--- config.mk ---
export PLATFORM = sky130hd
export DESIGN_NAME = shift_engine
export DESIGN_NICKNAME = d
export VERILOG_FILES = /design/src/rtl/shift_engine.sv
export SDC_FILE = /design/constraint.sdc
export NUM_CORES = 1
export LEC_CHECK = 0
export BUFFER_PORTS_ARGS = -buffer_cell sky130_fd_sc_hd__buf_2
export CORE_UTILIZATION = 50
export DETAILED_ROUTE_END_ITERATION = 6
export GPL_ROUTABILITY_DRIVEN = 0
export PLACE_DENSITY = 0.85
export SLEW_MARGIN = 0
export SYNTH_ARGS = -nofsm -noshare
export SYNTH_HDL_FRONTEND = slang
export SYNTH_SLANG_ARGS = --single-unit
--- constraint.sdc ---
create_clock -name Clk -period 2.7 [get_ports Clk]
set_clock_uncertainty 0.1 [all_clocks]
set_input_delay 0.27 -clock Clk [delete_from_list [all_inputs] [get_ports Clk]]
set_output_delay 0.27 -clock Clk [all_outputs]
set_load 0.02 [all_outputs]
--- src/rtl/shift_engine.sv ---
// Handshaked full-duplex shift engine: loads an N-bit word, shifts STEP bits per enabled cycle.
// Optional SHIFT_ENGINE_ROTATE_EN adds a Rotate input that recirculates the exiting bits.
module shift_engine #(
  parameter int N    = 16,
  parameter int STEP = 1
) (
  input  logic            Clk,
  input  logic            Reset,
  input  logic            LoadValid,
  output logic            LoadReady,
  input  logic [N-1:0]    In,
  input  logic            Dir,
`ifdef SHIFT_ENGINE_ROTATE_EN
  input  logic            Rotate,
`endif
  input  logic            ShiftEnable,
  input  logic [STEP-1:0] ShiftIn,
  output logic [STEP-1:0] ShiftOut,
  input  logic            Abort,
  output logic            Busy,
  output logic            OutValid,
  input  logic            OutReady,
  output logic [N-1:0]    Out
);
  localparam int NSH = N / STEP;
  localparam int CW  = $clog2(NSH + 1);

  if (N < 2 || STEP < 1 || STEP > N || (N % STEP) != 0) begin : g_param_check
    $error("shift_engine: N must be >= 2 and a multiple of STEP (1 <= STEP <= N)");
  end

  typedef enum logic [1:0] {IDLE, SHIFT, DONE} state_t;

  state_t          state, state_nx;
  logic [N-1:0]    sr, sr_nx, sr_r, sr_l;
  logic            d, d_nx;
  logic [CW-1:0]   cnt, cnt_nx;
  logic [STEP-1:0] fill;

  assign ShiftOut = d ? sr[N-1 -: STEP] : sr[STEP-1:0];

`ifdef SHIFT_ENGINE_ROTATE_EN
  logic rot, rot_nx;
  assign fill = rot ? ShiftOut : ShiftIn;
`else
  assign fill = ShiftIn;
`endif

  // A full-width step replaces the whole register, so no residue slice exists.
  if (STEP == N) begin : g_full
    assign sr_r = fill;
    assign sr_l = fill;
  end else begin : g_part
    assign sr_r = {fill, sr[N-1:STEP]};
    assign sr_l = {sr[N-STEP-1:0], fill};
  end

  always_comb begin
    state_nx = state;
    sr_nx    = sr;
    d_nx     = d;
    cnt_nx   = cnt;
`ifdef SHIFT_ENGINE_ROTATE_EN
    rot_nx   = rot;
`endif
    case (state)
      IDLE: if (LoadValid) begin
        sr_nx    = In;
        d_nx     = Dir;
        cnt_nx   = CW'(NSH);
        state_nx = SHIFT;
`ifdef SHIFT_ENGINE_ROTATE_EN
        rot_nx   = Rotate;
`endif
      end
      SHIFT: if (ShiftEnable) begin
        sr_nx  = d ? sr_l : sr_r;
        cnt_nx = cnt - CW'(1);
        if (cnt == CW'(1)) state_nx = DONE;
      end
      DONE: if (OutReady) state_nx = IDLE;
      default: state_nx = IDLE;
    endcase
    // Abort wins over load, shift and output handshake alike.
    if (Abort) begin
      state_nx = IDLE;
      sr_nx    = '0;
      cnt_nx   = '0;
    end
  end

  always_ff @(posedge Clk or negedge Reset) begin
    if (!Reset) begin
      state <= IDLE;
      sr    <= '0;
      d     <= 1'b0;
      cnt   <= '0;
`ifdef SHIFT_ENGINE_ROTATE_EN
      rot   <= 1'b0;
`endif
    end else begin
      state <= state_nx;
      sr    <= sr_nx;
      d     <= d_nx;
      cnt   <= cnt_nx;
`ifdef SHIFT_ENGINE_ROTATE_EN
      rot   <= rot_nx;
`endif
    end
  end

  assign LoadReady = (state == IDLE);
  assign Busy      = (state == SHIFT);
  assign OutValid  = (state == DONE);
  assign Out       = sr;

endmodule

# After elaboration in Yosys (flattened, before gate mapping)
# Cells that the tools add are included.
[totals]
input_bits = 24
ramBits = 0
reg_bits = 24
mem_count = 0
rom_bits = 0
wordCells = 33
latchBits = 0
[op_classes]
n_lt_le_gt_ge = 0
bitwise_logic = 0
div_mod_pow = 0
n_reduce_logical = 5
addsub = 1
muxes = 16
multipliers = 0
n_shift = 0
n_eq_ne = 7
[ops]
columns = ["operator", "n"]
rows = [
  ["$mux W16", 4],
  ["$pmux W16 S2", 1],
  ["$mux W5", 3],
  ["$mux W2", 5],
  ["$pmux W5 S2", 1],
  ["$ne A3 B2 Y1 const B", 3],
  ["$pmux W2 S3", 1],
  ["$eq A5 B1 Y1 const B", 1],
  ["$sub A5 B1 Y5 const B", 1],
  ["$reduce_and A4 Y1", 1],
  ["$ne A3 B3 Y1 const B", 1],
  ["$reduce_and A3 Y1", 1],
  ["$reduce_bool A3 Y1", 1],
  ["$eq A2 B1 Y1 const B", 1],
  ["$eq A2 B2 Y1 const B", 1],
  ["$logic_not A2 Y1", 1],
  ["$reduce_and A2 Y1", 1],
  ["$mux W1", 1],
]

# Logic depth before layout (Yosys ltp)
[depth]
word_depth = 5
mapped_depth = 7
mapped_depth_nobuf = 5

# Worst setup path before layout
# No wires, ideal clock.
[synth_timing]
path_kind = "register to output"
from = "register d"
to = "output ShiftOut"
path_slack_ns = 1.139
path_stages_with_launch = 4
arrival_ns = 1.191
required_ns = 2.330
path_cell_list = "dfrtp_1 buf_2 buf_2 mux2_2"
[synth_between]
elab_chain_len = 1
[synth_lines]
columns = ["element", "line", "rtl"]
rows = [
  ["start: declaration", "36", "logic d, d_nx;"],
  ["start signal: assignment", "104", "d <= d_nx;"],
  ["$mux W1", "40", "assign ShiftOut = d ? sr[N-1 -: STEP] : sr[STEP-1:0];"],
  ["end: declaration", "18", "output logic [STEP-1:0] ShiftOut,"],
]
# No other way between the ends.

# Worst setup path after layout
[layout_timing]
from = "register state[0]"
to = "register sr[13], in the netlist Out[13]"
[layout_between]
elab_chain_len = 3
elab_cells_between_ends = 8
classes_between = "eq/ne: 3; mux: 2; reduce/logical: 3"
[layout_lines]
columns = ["element", "line", "rtl"]
rows = [
  ["start: declaration", "34", "state_t state, state_nx;"],
  ["start signal: assignment", "102", "state <= state_nx;"],
  ["$eq A2 B1 Y1 / $logic_not A2 Y1 (equally long branches)", "66", "case (state)"],
  ["$ne A3 B3 Y1 (no line) (tied with other cells)", "n/a", ""],
  ["$reduce_and A3 Y1 (no line) / $mux W16 (equally long branches)", "n/a", ""],
  ["end signal: assignment", "103", "sr <= sr_nx;"],
  ["end: declaration", "35", "logic [N-1:0] sr, sr_nx, sr_r, sr_l;"],
]
# Several ways; a longest one is shown, not always the timed one.
# A chain may end at the register's enable or synchronous reset.

==> impl_results.md <==
- Outcome: complete, but fails checks
- Violated checks: DRC
- N_diodes: 0
- Hold EP: d
- Initial core utilization: 54.5%
- Met3 WL: 195 um
- Slowest-stage cell, CP: dfrtp_1
- # IOs: 44
- Worst setup EP type: flip-flop
- Post-CTS Resized: 0
- Final net count: 230
- Met2 WL post-DR: 1980 um
- IO Port Bufs: 43
- Clock share of power: 21.9%
- Initial antenna violation count: 0
- Drt drc: 2
- Power Dens Cells: 506 mW/mm^2
- Routed metal-1 wirelength: 1660 um
- Yosys cell types: 31
- WP data arrival: 2.10 ns
- Share of layout cells above drive strength 1: 28.1%
- RSZ-0062 raised after global routing: no
- Synth async-reset ratio: 100%
- Core ar.: 0.00285 sq mm
- Longest Clk Path Bufs: 2
- Max Used Layer: met4
- Post-CTS setup buffer count: 0
- DR vias/cell: 6.33
- Peak supply drop: 0.000329 V
- DP Wirelength: 2610 um
- Max incr delay on CP: 0.61 ns
- Pin count of the biggest net entering global routing: 33
- Synth warnings: 0
- Synth top area share: 38.6%
- Most used DFF post-synth: dfrtp_1
- Syn Nets: 194
- Hold Buf Count CTS: 1
- Max-slew headroom: 48.5%
- Reg2Reg Depth: 3
- Area delta synth->final: 15.3%
- Count leader, synth: dfrtp_1
- CP Data Required Time: 2.79 ns
- Final setup TNS: 0 ns
- Final ANT Viol Nets: 0
- Min-Delay Path Class: input port to flip-flop
- Top post-synthesis cells by area: dfrtp_1, a211oi_1, o31ai_1, nor2b_1, o211ai_1
- Reg2reg end: Out[13]
- Worst Max-Slew Pin Slew: 0.772 ns
- Startpoint types: flip-flop
- Combinational share of power: 28.9%
- Die Y: 57.8 um
- Post-synthesis cell count: 168
- P_sw: 0.324 mW
- Final Hold Vio Count: 0
- Synthesized area: 0.00155 sq mm
- Reg2reg setup slack: 0.69 ns
- Drt total wl: 3890 um
- Final Instance Area: 0.00179 sq mm
- Die ar.: 0.00334 sq mm
- Seq/Total Area, Yosys: 38.6%
- Maximum Capacitance Violations: 0
- Row Count: 19
- Leakage: 0.759 nW
- H-tree depth: 1
- Final Power: 0.907 mW
- First-pass DRT Iterations: 6
- Critical-path cell list: mux2_2 > a21oi_2 > o31ai_1
- Total Routing Usage GR: 25.3%
- Register share of total power: 49.3%
- WL/cell: 16.6 um
- Num CTS Buffers: 3
- Crit-path max FO: 16
- Sw Ratio: 35.7%
- Final worst-path cycle share: 74.6%
- Cell Area, Placed: 0.00175 sq mm
- Leading area contributor after synthesis: dfrtp_1
- Clock Latency Late Sink: 0.33 ns
- Clk slew on worst S/H paths: 0.14 ns
- Post-synth EDFFs: 0
- Max Slew Vio Count: 0
- R2R Path Start: state[0]
- Hold depth: 2
- TritonCTS clock tree: done
- Clock sinks: 24
- Mean post-synth cell area: 9.25 sq um
- Via count: 1,482
- DR iter-0 viols: 114
- Die width: 57.8 um
- Commonest cells post-synth: dfrtp_1, nor2b_1, o21ai_0, a211oi_1, o31ai_1
- Fill cells: 239
- Root buffer cell: clkbuf_4
- Tmin final: 2.01 ns
- Max frequency: 0.496 GHz
- Hold path startpoint: Dir
- Setup violators final: 0
- First-pass GRT wire length: 6490 um
- Total global routing overflow: 0
- Crit Path Class: flip-flop to flip-flop
- Synthesized flop and latch total: 24
- Vias in the first global route: 1,415
- Internal power: 0.583 mW
[worst max-delay path, delay by kind of cell (launching register included)]
kind           cells  cell delay [ns]
flip-flops         1             0.61
multiplexers       1             0.41
AO/OA/AOI/OAI      2             0.75
[worst max-delay path by stage]
stage | from | cells past startpoint | to | slack, ns
floorplan | d | 3 | ShiftOut | 1.14
global placement | state[0] | 3 | Out[1] | 0.78
detailed placement | state[0] | 3 | Out[6] | 0.68
CTS | state[0] | 3 | Out[13] | 0.67
global route | state[1] | 3 | Busy | 0.56
finish | state[0] | 3 | Out[13] | 0.69
[cell families (layout without fill, tap and decap cells)]
| logic type | Yosys count | count (layout) | share of synthesized area [%] |
|---|---|---|---|
| AND/OR/NAND/NOR | 36 | 36 | 14.4 |
| AO/OA/AOI/OAI | 78 | 78 | 34.1 |
| buffers and inverters | 23 | 58 | 7.49 |
| adder cells (fa/ha/maj) | 2 | 2 | 1.61 |
| multiplexers | 5 | 5 | 3.70 |
| flip-flops | 24 | 24 | 38.6 |
[registers in the layout, indices dropped and copies added, names as in the netlist]
name and flops:
Out 16, cnt 5, d 1, state 2
[power groups by stage]
| stage | clock network [mW] | logic (mW) | registers [mW] |
|---|---|---|---|
| after global routing | 0.217 | 0.287 | 0.454 |
| after floorplan | 0 | 0.157 | 0.468 |
| after detailed placement | 0 | 0.261 | 0.453 |
| after global placement | 0 | 0.253 | 0.450 |
| final | 0.198 | 0.262 | 0.447 |
| after CTS | 0.205 | 0.263 | 0.446 |
[cells in the final DEF, fill, tap and decap left out, types with 2 or more instances in the layout]
cell type,n
nor3b_1,4
nand3b_1,2
buf_2,43
a211oi_1,17
nand2_1,3
o31ai_1,17
buf_4,4
mux2_2,3
dfrtp_1,24
clkbuf_4,3
o21ai_0,19
o211ai_1,16
inv_1,5
nor2_1,2
a21oi_1,4
nor2b_1,20
ha_1,2
[per-layer routing]
| metal | track usage, % | vias up |
|---|---|---|
| met5 | 0 | - |
| met4 | 12.9 | 0 |
| met3 | 4.24 | 4 |
| met2 | 41.5 | 53 |
| met1 | 32.3 | 717 |
| li1 | - | 708 |
[through the flow]
| stage | hold slack, ns | setup slack, ns | cells | util, % |
|---|---|---|---|---|
| 2_1_floorplan | -0.126 | 1.14 | 168 | - |
| 3_3_place_gp | 0.179 | 0.779 | 229 | 61.2 |
| 3_5_place_dp | 0.193 | 0.681 | 229 | 61.2 |
| 4_1_cts | 0.0650 | 0.669 | 234 | 62.8 |
| 5_1_grt | 0.0638 | 0.556 | 234 | 62.8 |
| 6_report | 0.0662 | 0.686 | 234 | 62.8 |
[area by class of cell]
class / instances / area, sq um / area share, %
multi-input combinational: 121 / 837 / 46.7
sequential: 24 / 601 / 33.5
timing repair buffer: 48 / 255 / 14.2
tap: 31 / 38.8 / 2.16
clock buffer: 4 / 36.3 / 2.03
inverter: 6 / 23.8 / 1.33
No activity file was read; power rests on OpenSTA's default activity.
